<file path="src/rtl/div_bf16.sv">
// div_bf16: multi-cycle bf16 divider using restoring division (10 quotient bits).
// Operands are captured on the accepting edge. The result and flags are registered
// on the edge that raises done.
// Optional feature macro: DIV_BF16_RNE_EN selects round-to-nearest-even.
// When the macro is undefined, the divider truncates.
// Subnormal inputs are flushed to zero.
module div_bf16 (
  input  logic        clk,
  input  logic        nRST,
  input  logic        start,
  input  logic [15:0] bf1_in,
  input  logic [15:0] bf2_in,
  output logic [15:0] bf_out,
  output logic        overflow,
  output logic        underflow,
  output logic        invalid,
  output logic        div_by_zero,
  output logic        busy,
  output logic        done
);

  typedef enum logic [1:0] {StIdle, StDiv, StRound} state_e;

  state_e      state_q, state_d;
  logic [15:0] a_q, a_d, b_q, b_d;
  logic [8:0]  rem_q, rem_d;
  logic [9:0]  quo_q, quo_d;
  logic [3:0]  cnt_q, cnt_d;
  logic [15:0] bf_out_q, bf_out_d;
  logic [3:0]  flags_q, flags_d;  // {overflow, underflow, invalid, div_by_zero}
  logic        busy_q, busy_d, done_q, done_d;

  logic [7:0]  mant_b;
  logic [8:0]  diff;
  logic [15:0] res;
  logic [3:0]  res_flags;

  assign mant_b = {1'b1, b_q[6:0]};
  assign diff   = rem_q - {1'b0, mant_b};

  // Operand classification and normalise/round of the finished quotient
  logic        sign, a_zero, b_zero, a_inf, b_inf, a_nan, b_nan;
  logic [6:0]  mant;
  logic        grd, stk, inc;
  logic [7:0]  mant_sum;
  logic signed [10:0] exp_raw, exp_fin;

  // Result datapath: specials take priority over the normalised quotient
  always_comb begin
    sign   = a_q[15] ^ b_q[15];
    a_zero = (a_q[14:7] == 8'd0);
    b_zero = (b_q[14:7] == 8'd0);
    a_inf  = (a_q[14:7] == 8'hFF) && (a_q[6:0] == 7'd0);
    b_inf  = (b_q[14:7] == 8'hFF) && (b_q[6:0] == 7'd0);
    a_nan  = (a_q[14:7] == 8'hFF) && (a_q[6:0] != 7'd0);
    b_nan  = (b_q[14:7] == 8'hFF) && (b_q[6:0] != 7'd0);

    if (quo_q[9]) begin
      mant = quo_q[8:2];
      grd  = quo_q[1];
      stk  = quo_q[0] | (rem_q != 9'd0);
    end else begin
      mant = quo_q[7:1];
      grd  = quo_q[0];
      stk  = (rem_q != 9'd0);
    end
`ifdef DIV_BF16_RNE_EN
    inc = grd & (stk | mant[0]);
`else
    inc = grd & stk & 1'b0;  // truncation never increments
`endif
    mant_sum = {1'b0, mant} + {7'd0, inc};
    // A quotient below 1.0 needs one extra exponent decrement.
    exp_raw  = $signed({3'b000, a_q[14:7]}) - $signed({3'b000, b_q[14:7]})
             + 11'sd126 + $signed({10'd0, quo_q[9]});
    exp_fin  = exp_raw + $signed({10'd0, mant_sum[7]});

    res       = 16'd0;
    res_flags = 4'b0000;
    if (a_nan || b_nan || (a_zero && b_zero) || (a_inf && b_inf)) begin
      res       = 16'h7FC0;
      res_flags = 4'b0010;
    end else if (b_zero) begin
      res = {sign, 8'hFF, 7'd0};
      if (!a_inf) res_flags = 4'b0001;
    end else if (a_inf) begin
      res = {sign, 8'hFF, 7'd0};
    end else if (a_zero || b_inf) begin
      res = {sign, 15'd0};
    end else if (exp_fin >= 11'sd255) begin
      res       = {sign, 8'hFF, 7'd0};
      res_flags = 4'b1000;
    end else if (exp_fin <= 11'sd0) begin
      res       = {sign, 15'd0};
      res_flags = 4'b0100;
    end else begin
      res = {sign, exp_fin[7:0], mant_sum[6:0]};
    end
  end

  // FSM next-state: accept, iterate one quotient bit per cycle, then publish
  always_comb begin
    state_d  = state_q;
    a_d      = a_q;
    b_d      = b_q;
    rem_d    = rem_q;
    quo_d    = quo_q;
    cnt_d    = cnt_q;
    bf_out_d = bf_out_q;
    flags_d  = flags_q;
    busy_d   = busy_q;
    done_d   = 1'b0;
    unique case (state_q)
      StIdle: begin
        if (start) begin
          a_d     = bf1_in;
          b_d     = bf2_in;
          rem_d   = {2'b01, bf1_in[6:0]};
          quo_d   = 10'd0;
          cnt_d   = 4'd0;
          busy_d  = 1'b1;
          state_d = StDiv;
        end
      end
      StDiv: begin
        if (rem_q >= {1'b0, mant_b}) begin
          rem_d = diff << 1;
          quo_d = {quo_q[8:0], 1'b1};
        end else begin
          rem_d = rem_q << 1;
          quo_d = {quo_q[8:0], 1'b0};
        end
        cnt_d = cnt_q + 4'd1;
        if (cnt_q == 4'd9) state_d = StRound;
      end
      StRound: begin
        bf_out_d = res;
        flags_d  = res_flags;
        busy_d   = 1'b0;
        done_d   = 1'b1;
        state_d  = StIdle;
      end
      default: state_d = StIdle;
    endcase
  end

  // State and output registers with synchronous active-low reset
  always_ff @(posedge clk) begin
    if (!nRST) begin
      state_q  <= StIdle;
      a_q      <= 16'd0;
      b_q      <= 16'd0;
      rem_q    <= 9'd0;
      quo_q    <= 10'd0;
      cnt_q    <= 4'd0;
      bf_out_q <= 16'd0;
      flags_q  <= 4'd0;
      busy_q   <= 1'b0;
      done_q   <= 1'b0;
    end else begin
      state_q  <= state_d;
      a_q      <= a_d;
      b_q      <= b_d;
      rem_q    <= rem_d;
      quo_q    <= quo_d;
      cnt_q    <= cnt_d;
      bf_out_q <= bf_out_d;
      flags_q  <= flags_d;
      busy_q   <= busy_d;
      done_q   <= done_d;
    end
  end

  assign bf_out      = bf_out_q;
  assign overflow    = flags_q[3];
  assign underflow   = flags_q[2];
  assign invalid     = flags_q[1];
  assign div_by_zero = flags_q[0];
  assign busy        = busy_q;
  assign done        = done_q;

endmodule

</file>
<file path="config.mk">
export PLATFORM = sky130hd
export DESIGN_NAME = div_bf16
export DESIGN_NICKNAME = d
export VERILOG_FILES = /design/src/rtl/div_bf16.sv
export SDC_FILE = /design/constraint.sdc
export NUM_CORES = 1
export LEC_CHECK = 0
export CORE_ASPECT_RATIO = 1.2
export CORE_MARGIN = 5
export CORE_UTILIZATION = 57
export CTS_BUF_LIST = sky130_fd_sc_hd__clkbuf_8
export DETAILED_ROUTE_END_ITERATION = 7
export HOLD_SLACK_MARGIN = 0.08
export PLACE_DENSITY = 0.82
export SLEW_MARGIN = 20
export SYNTH_ARGS = -nofsm -noshare
export SYNTH_HDL_FRONTEND = slang
export SYNTH_SLANG_ARGS = --single-unit
</file>
<file path="constraint.sdc">
create_clock -name clk -period 7.8 [get_ports clk]
set_input_delay 0.78 -clock clk [delete_from_list [all_inputs] [get_ports clk]]
set_output_delay 0.78 -clock clk [all_outputs]
set_load 0.005 [all_outputs]
</file>
### After elaboration in Yosys (flattened, before gate mapping)

Index checks and enable logic that the tools add are counted.

* logic and storage cells: 77
* output and inout bits: 22
* register bits: 79

* $lt $le $gt $ge: 3
* bitwise operators: 1
* add/sub/neg operators: 5
* equal/unequal tests: 7
* reductions and logical operators: 23
* mux-type cells: 28

Operator list (number)
* $mux W15: 5
* $mux W4: 6
* $pmux W10 S2: 1
* $mux W9: 2
* $pmux W9 S2: 1
* $eq A8 B8 Y1 const B: 2
* $logic_not A8 Y1: 2
* $mux W16: 1
* $logic_not A7 Y1: 2
* $reduce_bool A7 Y1: 2
* $add A10 B2 Y11: 1
* $ge A11 B9 Y1 const B: 1
* $le A11 B1 Y1 const B: 1
* $add A9 B8 Y10 const B: 1
* $mux W10: 1
* $ge A9 B8 Y1: 1
* $sub A8 B8 Y9: 1
* $pmux W4 S2: 1
* $reduce_and A2 Y1: 4
* $sub A8 B8 Y8: 1
* $mux W7: 1
* $logic_and A1 B1 Y1: 6
* $add A4 B1 Y4 const B: 1
* $eq A4 B4 Y1 const B: 1
* other kinds (12): 21

### Logic depth before layout (Yosys ltp)

Gate-level depths: netlist (run 1).

* word-level depth: 10
* depth in mapped cells: 13

### Worst setup path after synthesis (run 1)

No wires, ideal clock.

* kind: reg2reg
* from: register a_q[7]
* to: register bf_out_q[10] (netlist: bf_out[10])
* library setup time: 167 ps
* clock period less this slack: 2971 ps
* arrival time: 2804 ps
* cell stages (with the launch flop): 12
* slack: 4829 ps
* required time: 7633 ps
* cell sequence: dfxtp_1 > inv_1 > ha_1 > fa_1 > and2b_1 > o211ai_1 > a21oi_2 > xnor2_2 > and3_4 > a211oi_1 > o31ai_1 > o221ai_1

* word-level cells in the longest chain between the ends: 10
* elaborated cells on any way between the ends: 21
* those cells by class: add/sub (3); order compare (2); eq/ne (1); mux (6); reduce/logical (9)

Ends and longest elaborated chain
* start, declared: RTL line 25 `logic [15:0] a_q, a_d, b_q, b_d;`
* start signal, assigned: RTL line 151 `a_q <= 16'd0;`
* start signal, assigned: RTL line 162 `a_q <= a_d;`
* $sub A8 B8 Y9: RTL line 74 `exp_raw = $signed({3'b000, a_q[14:7]}) - $signed({3'b000, b_q[14:7]})`
* $add A9 B8 Y10: RTL line 75 `+ 11'sd126 + $signed({10'd0, quo_q[9]});`
* $add A10 B2 Y11: RTL line 75
* $le A11 B1 Y1: RTL line 93 `end else if (exp_fin <= 11'sd0) begin`
* $mux W15: RTL line 93
* $mux W15: RTL line 90 `end else if (exp_fin >= 11'sd255) begin`
* $mux W15: RTL line 88 `end else if (a_zero || b_inf) begin`
* $mux W15: RTL line 86 `end else if (a_inf) begin`
* $mux W15: RTL line 83 `end else if (b_zero) begin`
* $mux W16 *: RTL line 80 `if (a_nan || b_nan || (a_zero && b_zero) || (a_inf && b_inf)) begin`
* end signal, assigned: RTL line 167 `bf_out_q <= bf_out_d;`
* end, declared: RTL line 29 `logic [15:0] bf_out_q, bf_out_d;`

Mark *: on every way between the ends. The rest lies on a longest branch, timed or not.
A chain may end at the register's enable or synchronous reset.

### Final worst setup path (run 1)

Same ends and word-level chain as after synthesis.

==> results of run 1 <==
[where the power goes]
group	internal, W	switching, W
Sequential	0.000419	0.0000151
Clock	0.000123	0.000149
Combinational	0.000114	0.000159
[layout make-up]
class,count,share of cell area
clock buffers,10,0.02683
well taps,92,0.02244
multi-input cells,408,0.5022
repair buffers,59,0.1137
flip-flops and latches,79,0.3083
inverters,27,0.01976
clock inverters,6,0.006829
[how the worst min path moves through the flow]
stage	start	endpoint	slack, ps	cells after the start
after floorplan	flags_q[2]$_SDFFE_PN0P_	flags_q[2]$_SDFFE_PN0P_	430	2
after global placement	flags_q[2]$_SDFFE_PN0P_	flags_q[2]$_SDFFE_PN0P_	430	2
after detailed placement	flags_q[2]$_SDFFE_PN0P_	flags_q[2]$_SDFFE_PN0P_	440	2
after CTS	flags_q[2]$_SDFFE_PN0P_	flags_q[2]$_SDFFE_PN0P_	450	2
after global routing	flags_q[2]$_SDFFE_PN0P_	flags_q[2]$_SDFFE_PN0P_	450	2
final	flags_q[2]$_SDFFE_PN0P_	flags_q[2]$_SDFFE_PN0P_	450	2
[cell families (layout without fill, tap and decap cells)]
logic type / count (synthesis) / in the layout / share of synthesized area
buf+inv: 55 / 102 / 0.04775
compound gates: 122 / 122 / 0.2008
mux: 15 / 15 / 0.03711
xor+xnor: 17 / 17 / 0.03941
flops: 79 / 79 / 0.3636
simple gates: 233 / 233 / 0.2474
fa+ha+maj: 21 / 21 / 0.06387
[sequential cells by signal (all words and copies together), names as in the netlist]
signal	cells
a_q	16
flags_q	4
state_q	2
quo_q	10
rem_q	9
bf_out	16
b_q	16
cnt_q	4
busy	1
done	1
[routing by layer]
metal | GRT usage | up-vias
li1 | - | 1946
met1 | 0.2468 | 1752
met2 | 0.3713 | 88
met3 | 0.03569 | 11
met4 | 0.07451 | 0
met5 | 0 | -
[layout by cell type, fill, tap and decap left out, drive strengths merged, types with 7 or more instances in the layout]
cell type	Yosys	layout
xnor2	10	10
inv	27	29
nor4	7	7
nand2	124	124
nand3	22	22
mux2	9	9
nor2	24	24
dfxtp	79	79
nor2b	12	12
o221ai	8	8
clkdlybuf4s50	0	56
a21oi	19	19
ha	19	19
xor2	7	7
nor3	12	12
a21boi	45	45
clkbuf	23	10
o31ai	9	9
o21ai	17	17
[critical path: stages, from the launching register on]
cell,delay [ps]
dfxtp_1,370
inv_1,60
ha_1,220
fa_1,390
xor2_1,340
nand2_1,240
nor3_4,290
and3_4,240
a211oi_1,100
o31ai_1,710
o221ai_1,260
[stage by stage]
step | cell area [um2] | hold WS (ps)
after global routing | 5130 | 454.7
after global placement | 4946 | 429.1
after CTS | 5119 | 447.3
after detailed placement | 4946 | 435.6
final | 5130 | 446.1
after floorplan | 4349 | 434.5
==> out/metrics.cfg, run 1 <==
[timing]
relSlewSlack = 0.3573
worst_slack_ps = 4393
slew_violations = 0
min_period_over_period = 0.4367
rsz0062_at_grt = no
hold_viol = 0
skew_ps = 10.02
finalSetupViolations = 0
fmax_mhz = 293.5
tightest_slew_ps = 964.0
fin_crit_ps = 3407
final.setup.tns_ps = 0

[power]
p_leak_nw = 1.963
ir_drop_v = 0.0001212
p_total_w = 0.0009793
powerDensity_nw_per_um2 = 190.9

[clocking]
cts_tree = yes
cts_buffers = 9
cts-root-buf = clkbuf_8
ctsResizeCount = 0
holdBufCountCts = 0
htree_levels = 3
clock_latency_ps = 340
path_clk_slew_ps = 80
cts_buffer_depth = 2
cts_num_sinks = 79
post_cts_buffers = 0

[synth]
synthesis.nets = 598
async_reset_ff_frac = 0
synth.top_cells.by_count = 124 x nand2_1, 79 x dfxtp_1, 45 x a21boi_0
synth.largest_area_cell = dfxtp_1
yosys-top-cells-area = dfxtp_1 36%, nand2_1 11%, a21boi_0 7.8%
synth_cell_type_count = 53
yosysTopAreaCellShare = 0.3636
ys_warn_count = 0
synthCells = 542
synth_seq_cells = 79
synth_area_per_cell_um2 = 8.024
yosysMostFrequentCell = nand2_1
ys.flop_type = dfxtp_1
netlist_area_um2 = 4349
synth_edf_count = 0
ys_seq_area_frac = 0.3636

[drt]
wl_met3_um = 399
highest_layer = met4
wl_met1_um = 4226
vias = 3797
wl_um = 9806
ant_nets = 0
dr_wl_met2_um = 5033
wl_per_cell_um = 14.40
first_iter_violations = 212
drtPass1Iterations = 5
via_per_inst = 5.576
drcViolationCount = 0

[floorplan]
boundaryPins = 57
start_util = 0.5741
coreArea_um2 = 7576
die_y_um = 105.7
fp-row-count = 35
die_w_um = 89.74
dieArea_um2 = 9484

[global_route]
grt_overflow_total = 0
grt_pass1_wl_um = 16430
first_global_vias = 3709
gr-usage-all-layers = 0.2076
grt_start_max_net_pins = 64
antenna_found_initial = 0

[setup_path]
endpoint_kind = flip-flop
arrival_ps = 3580
crit_fanout = 8
rr_startpoint = a_q[7]$_SDFFE_PN0P_
cp-start-kind = flip-flop
cp.required_ps = 7970
regToRegEndpoint = bf_out[10]$_SDFFE_PN0P_
crit_end = bf_out[10]$_SDFFE_PN0P_
rrSetupSlack_ps = 4390
path_class = reg -> reg
critPathLaunch = a_q[7]$_SDFFE_PN0P_
reg2reg_depth = 10

[final_layout]
multi_input_area_um2 = 2576
drive_gt1_frac = 0.06961
layout.cells.non_filler = 681
nets = 640
finish.utilization = 0.6771
diodes = 0
regArea_um2 = 1582
fillCellCount = 615
area_growth_pct = 17.95

[place]
hpwlAfterDp_um = 7326
post-place-cells = 665
port_buffers = 56
place_congestion = 0.8800
post-place-ws_ps = 4433

[run]
max_cap_viol_count = 0

[status]
status = finished clean

[worst_hold_path]
hold_path.class = reg -> reg

Note: power is estimated with default switching activity, not from simulation.
==> run 2: changes to the inputs <==
Settings changed: CORE_UTILIZATION 57 to 52, PLACE_DENSITY 0.82 to 0.79.
Clock period 7.8 ns to 2.8 ns, I/O delays scaled along.
==> run 2 against run 1 <==
  * The run now ends with setup timing left
  * Via count up 5.5%
  * Combinational power rose to 3.5 times the previous value
  * Die area up 8.6%
  * Cell area up 9.8%
  * Highest routed layer unchanged
==> out/metrics.cfg, run 2 (synthesis results as in run 1) <==
[status]
status = finished with violations
failed_checks = setup timing

[floorplan]
fp-row-count = 36  ; +2.9%
dieArea_um2 = 10300  ; +8.6%
die_y_um = 110.2  ; +4.3%
die_w_um = 93.49  ; +4.2%
start_util = 0.5335  ; -0.04061
boundaryPins = 57  ; unchanged
coreArea_um2 = 8153  ; +7.6%

[timing]
min_period_over_period = 1.021  ; +0.5844
skew_ps = 11.07  ; +1.051 ps
rsz0062_at_grt = yes
relSlewSlack = 0.4790  ; +0.1216
finalSetupViolations = 7  ; +7
final.setup.tns_ps = -247.8  ; -247.8 ps
hold_viol = 0  ; unchanged
slew_violations = 0  ; unchanged
fmax_mhz = 349.7  ; +19%
worst_slack_ps = -59.32  ; -4453 ps
fin_crit_ps = 2859  ; -547.3 ps
tightest_slew_ps = 781.5  ; -182.4 ps

[setup_path]
cp-start-kind = flip-flop
arrival_ps = 3140  ; -440 ps
path_class = reg -> reg
critical_path.top_delay_family = simple AND/OR/NAND/NOR gates
crit_chain = inv_2 > ha_4 > fa_2 > and2b_1 > o21ai_2 > xnor2_2 > nor3_2 > or2b_1 > a221oi_4 > or4_4 > o31ai_2
cp.required_ps = 3080  ; -4890 ps
reg2reg_depth = 11  ; +1
path_buf_inv = 1  ; unchanged
slowest_delay_ps = 620  ; -90 ps
endpoint_kind = flip-flop
crit_fanout = 6  ; -2
regToRegEndpoint = bf_out[4]$_SDFFE_PN0P_
rr_startpoint = a_q[7]$_SDFFE_PN0P_
cpMaxStageDelayCell = or4_4
crit_end = bf_out[4]$_SDFFE_PN0P_
critical_path_depth = 11  ; +1
critPathLaunch = a_q[7]$_SDFFE_PN0P_
rrSetupSlack_ps = -60  ; -4450 ps

[global_route]
first_global_vias = 3823  ; +3.1%
grt_pass1_wl_um = 16900  ; +2.9%
grt_start_max_net_pins = 42  ; -34%
grt_overflow_total = 0  ; unchanged
gr-usage-all-layers = 0.2043  ; -0.003292
antenna_found_initial = 0  ; unchanged

[final_layout]
diodes = 0  ; unchanged
finish.utilization = 0.6911  ; +0.01394
final_area_um2 = 5634  ; +9.8%
nets = 678  ; +5.9%
final_cell_mix = 124 x nand2_1, 77 x dfxtp_1, 56 x clkdlybuf4s50_1
final_common_cell = nand2_1
drive_gt1_frac = 0.1547  ; +0.08510
area_growth_pct = 29.55
fillCellCount = 631  ; +2.6%

[power]
powerDensity_nw_per_um2 = 575.4  ; +200%
p_sw_w = 0.001016  ; +210%
p_leak_nw = 2.216  ; +13%
switching_share = 0.3135  ; -0.01655
power_frac_comb = 0.298  ; +0.019
seqPwrFrac = 0.372  ; -0.072
ir_drop_v = 0.0003241  ; +170%
power_frac_clock = 0.330  ; +0.052
intPower_w = 0.002225  ; +240%

[drt]
wl_per_cell_um = 13.82  ; -4.0%
vias = 4004  ; +5.5%
drtPass1Iterations = 5  ; unchanged
first_iter_violations = 237  ; +12%
drcViolationCount = 0  ; unchanged
ant_nets = 0  ; unchanged
via_per_inst = 5.404  ; -3.1%
wl_um = 10240  ; +4.4%

[run]
max_cap_viol_count = 0  ; unchanged

[clocking]
cts_tree = yes
cts-root-buf = clkbuf_8
cts_num_sinks = 79  ; unchanged
holdBufCountCts = 0  ; unchanged
cts_buffer_depth = 2  ; unchanged
htree_levels = 3  ; unchanged
path_clk_slew_ps = 90  ; about the same
cts_buffers = 9  ; unchanged
clock_latency_ps = 360  ; +20 ps

[place]
place_congestion = 0.8747  ; -0.60%
port_buffers = 56  ; unchanged
hpwlAfterDp_um = 7436  ; +1.5%
post_dp_cell_area_um2 = 5263  ; +6.4%
post-place-ws_ps = -401.9  ; -4835 ps

[worst_hold_path]
worstHoldPathCells = 2  ; unchanged
hold_path.class = reg -> reg

## run 2: per-stage QoR
step                      power [W]  hold WS, ps  std cells
after detailed placement   0.002100        436.8        723
after global routing       0.003404        485.2        741
after CTS                  0.003195        449.0        740
after global placement     0.002073        428.3        723
final                      0.003242        442.8        741
after floorplan            0.001812        417.4        542
## run 2: power groups by stage
stage	combinational, W	sequential [W]	clock, W
finish	0.000966	0.00121	0.00107
global route	0.00105	0.00121	0.00114
CTS	0.000899	0.00121	0.00109
detailed placement	0.000869	0.00123	0
global placement	0.000844	0.00123	0
floorplan	0.000588	0.00122	0
## run 2: layer usage
metal  vias to the layer above  part of all wire  track usage
met5                         -                 0            0
met4                         0             0.022      0.08063
met3                        21             0.055      0.03666
met2                       130              0.50       0.3654
met1                      1831              0.42       0.2419
li1                       2022                 -            -
## run 2: worst min path at each step
stage,from,to
final,flags_q[2]$_SDFFE_PN0P_,flags_q[2]$_SDFFE_PN0P_
after detailed placement,flags_q[2]$_SDFFE_PN0P_,flags_q[2]$_SDFFE_PN0P_
after global routing,bf2_in[2],b_q[2]$_SDFFE_PN0P_
after global placement,flags_q[2]$_SDFFE_PN0P_,flags_q[2]$_SDFFE_PN0P_
after floorplan,bf1_in[7],a_q[7]$_SDFFE_PN0P_
after CTS,flags_q[2]$_SDFFE_PN0P_,flags_q[2]$_SDFFE_PN0P_
## run 2: what timing repair did
action,4_1_cts,5_1_grt
pin swaps,10,7
resized for setup,5,12
setup endpoints to repair,15,17
setup buffers,1,1
## run 2: cell type report
type,count,area [um2],area share
Multi-Input combinational cell,408,2674,0.4746
Sequential cell,79,1584,0.2811
Timing Repair Buffer,97,880.8,0.1563
Tap cell,114,142.6,0.02532
Clock inverter,7,127.6,0.02265
Clock buffer,9,123.9,0.02199
Inverter,27,101.3,0.01799
## run 2: worst reg2reg max path: cells and delay by family (launching register included)
kind | cells | cell delay, ps
buffers and inverters | 1 | 40
adder cells (fa/ha/maj) | 2 | 490
AO/OA/AOI/OAI | 3 | 410
flip-flops | 1 | 340
AND/OR/NAND/NOR | 4 | 1340
XOR/XNOR | 1 | 180
==> run 3: changes to the inputs <==
Settings changed: CORE_MARGIN 5 to 2, CORE_UTILIZATION 52 to 57, DONT_BUFFER_PORTS from default to 1, PLACE_DENSITY 0.79 to 0.75.
==> run 3 against run 2 <==
  * Register-to-register slack barely moved
  * Highest routed layer unchanged
  * Power rose by 2.1%
  * Routed wire length rose by 5.8%
  * The run still ends with setup timing left
  * Count of clock-buffer cells in the layout did not move
  * Largest power group unchanged
  * Cell area fell by 4.3%
  * Clock skew rose by 10 ps
  * First-iteration DRC count fell by 20%
==> out/metrics.cfg, run 3 (synthesis results as in run 1) <==
[status]
status = finished with violations
failed_checks = setup timing

[drt]
wl_um = 10840  ; +5.8%
drtPass1Iterations = 6  ; +1
wl_per_cell_um = 15.78  ; +14%
via_per_inst = 5.818  ; +7.7%
first_iter_violations = 190  ; -20%
drcViolationCount = 0  ; unchanged
vias = 3997  ; -0.17%
ant_nets = 0  ; unchanged

[power]
p_total_w = 0.003309  ; +2.1%
ir_drop_v = 0.0004737  ; +46%
powerDensity_nw_per_um2 = 613.9  ; +6.7%
p_leak_nw = 2.158  ; -2.6%

[floorplan]
boundaryPins = 57  ; unchanged
coreArea_um2 = 7317  ; -10%
die_w_um = 83.74  ; -10%
dieArea_um2 = 8348  ; -19%
die_y_um = 99.69  ; -9.5%
start_util = 0.5944  ; +0.06094
fp-row-count = 34  ; -5.6%

[clocking]
cts_num_sinks = 79  ; unchanged
cts_buffers = 9  ; unchanged
clock_latency_ps = 370  ; about the same
htree_levels = 3  ; unchanged
path_clk_slew_ps = 90  ; about the same
cts_buffer_depth = 2  ; unchanged
cts-root-buf = clkbuf_8
cts_tree = yes

[timing]
min_period_over_period = 1.017  ; -0.003954
relSlewSlack = 0.4606  ; -0.01841
worst_slack_ps = -48.25  ; +11.07 ps
finalSetupViolations = 13  ; +6
tightest_slew_ps = 809.2  ; +27.61 ps
hold_viol = 0  ; unchanged
slew_violations = 0  ; unchanged
fmax_mhz = 351.1  ; +0.39%
rsz0062_at_grt = yes
final.setup.tns_ps = -328.8  ; -81.03 ps
skew_ps = 21.13  ; +10.06 ps
holdWs_ps = 70.73  ; -372.1 ps
fin_crit_ps = 2848  ; -11.07 ps

[final_layout]
final_common_cell = nand2_1
drive_gt1_frac = 0.1960  ; +0.04127
final_area_um2 = 5390  ; -4.3%
fillCellCount = 566  ; -10%
diodes = 0  ; unchanged
area_growth_pct = 23.94
final_cell_mix = 123 x nand2_1, 75 x dfxtp_1, 47 x buf_4
nets = 648  ; -4.4%

[setup_path]
endpoint_kind = flip-flop
crit_chain = inv_2 > ha_4 > fa_2 > and2b_1 > o211ai_1 > a21oi_2 > xnor2_2 > and3_4 > o21a_1 > or4_4 > o31ai_1
path_buf_inv = 1  ; unchanged
cp.required_ps = 3080  ; about the same
arrival_ps = 3130  ; about the same
reg2reg_depth = 11  ; unchanged
crit_fanout = 6  ; unchanged
path_class = reg -> reg
slowest_delay_ps = 590  ; -30 ps
cpMaxStageDelayCell = or4_4
rrSetupSlack_ps = -50  ; about the same
cp-start-kind = flip-flop
critical_path.top_delay_family = simple AND/OR/NAND/NOR gates
critical_path_depth = 11  ; unchanged

[place]
hpwlAfterDp_um = 7207  ; -3.1%
place_congestion = 0.9315  ; +6.5%
post_dp_cell_area_um2 = 4695  ; -11%
post-place-ws_ps = -339.5  ; +62.36 ps
port_buffers = 0  ; -100%

[global_route]
gr-usage-all-layers = 0.2545  ; +0.05024
grt_pass1_wl_um = 17360  ; +2.7%
antenna_found_initial = 0  ; unchanged
grt_overflow_total = 0  ; unchanged
grt_start_max_net_pins = 47  ; +12%
first_global_vias = 3851  ; +0.73%

[worst_hold_path]
worstHoldPathCells = 2  ; unchanged
hold_path.class = in -> reg

[run]
max_cap_viol_count = 0  ; unchanged

run 3: cell types whose count changed in the layout (fill, tap and decap cells not counted), moves of 3 or more:
| cell | before | now |
|---|---|---|
| buf_4 | 40 | 47 |
| clkdlybuf4s50_1 | 56 | 0 |
| dlygate4sd3_1 | 0 | 17 |
| o221ai_1 | 8 | 5 |
| o221ai_2 | 0 | 3 |
| o31ai_1 | 6 | 3 |
| o31ai_2 | 2 | 5 |
run 3: power breakdown:
| group | switching [W] | internal (W) |
|---|---|---|
| sequential | 0.0000366 | 0.00117 |
| clock | 0.000478 | 0.000605 |
| combinational | 0.000559 | 0.000462 |
run 3: area by class of cell:
class                   instances  area [um2]  share of cell area
multi-input cells             408        2773              0.5144
flip-flops and latches         79        1587              0.2943
repair buffers                 67       565.5              0.1049
clock inverters                 7       127.6             0.02368
clock buffers                   9       123.9             0.02298
well taps                      90       112.6             0.02089
inverters                      27       101.3             0.01880
run 3: stage by stage:
| stage | utilization | instances |
|---|---|---|
| floorplan | - | 542 |
| finish | 0.7367 | 687 |
| global route | 0.7367 | 687 |
| CTS | 0.7146 | 683 |
| detailed placement | 0.6416 | 646 |
| global placement | 0.6416 | 646 |
run 3: final timing paths:
kind,start,end
setup reg to reg,a_q[7]$_SDFFE_PN0P_,bf_out[4]$_SDFFE_PN0P_
hold / removal,bf2_in[5],b_q[5]$_SDFFE_PN0P_
hold reg to reg,rem_q[0]$_SDFFE_PN0P_,rem_q[0]$_SDFFE_PN0P_
setup / recovery,a_q[7]$_SDFFE_PN0P_,bf_out[4]$_SDFFE_PN0P_
run 3: metal layers:
| layer | vias to the layer above | global-route usage | wire (um) |
|---|---|---|---|
| met1 | 1884 | 0.3134 | 4654 |
| met3 | 26 | 0.05145 | 528 |
| li1 | 1965 | - | - |
| met5 | - | 0 | 0 |
| met4 | 0 | 0.08313 | 288 |
| met2 | 122 | 0.4468 | 5367 |
run 3: repair_timing:
| action | in CTS | in global routing |
|---|---|---|
| buffers inserted | 4 | 3 |
| endpoints found under the hold margin | 46 | 8 |
| pin swaps | 14 | 7 |
| setup endpoints to repair | 15 | 17 |
| gates resized for setup | 14 | 24 |
| hold buffers | 17 | 1 |
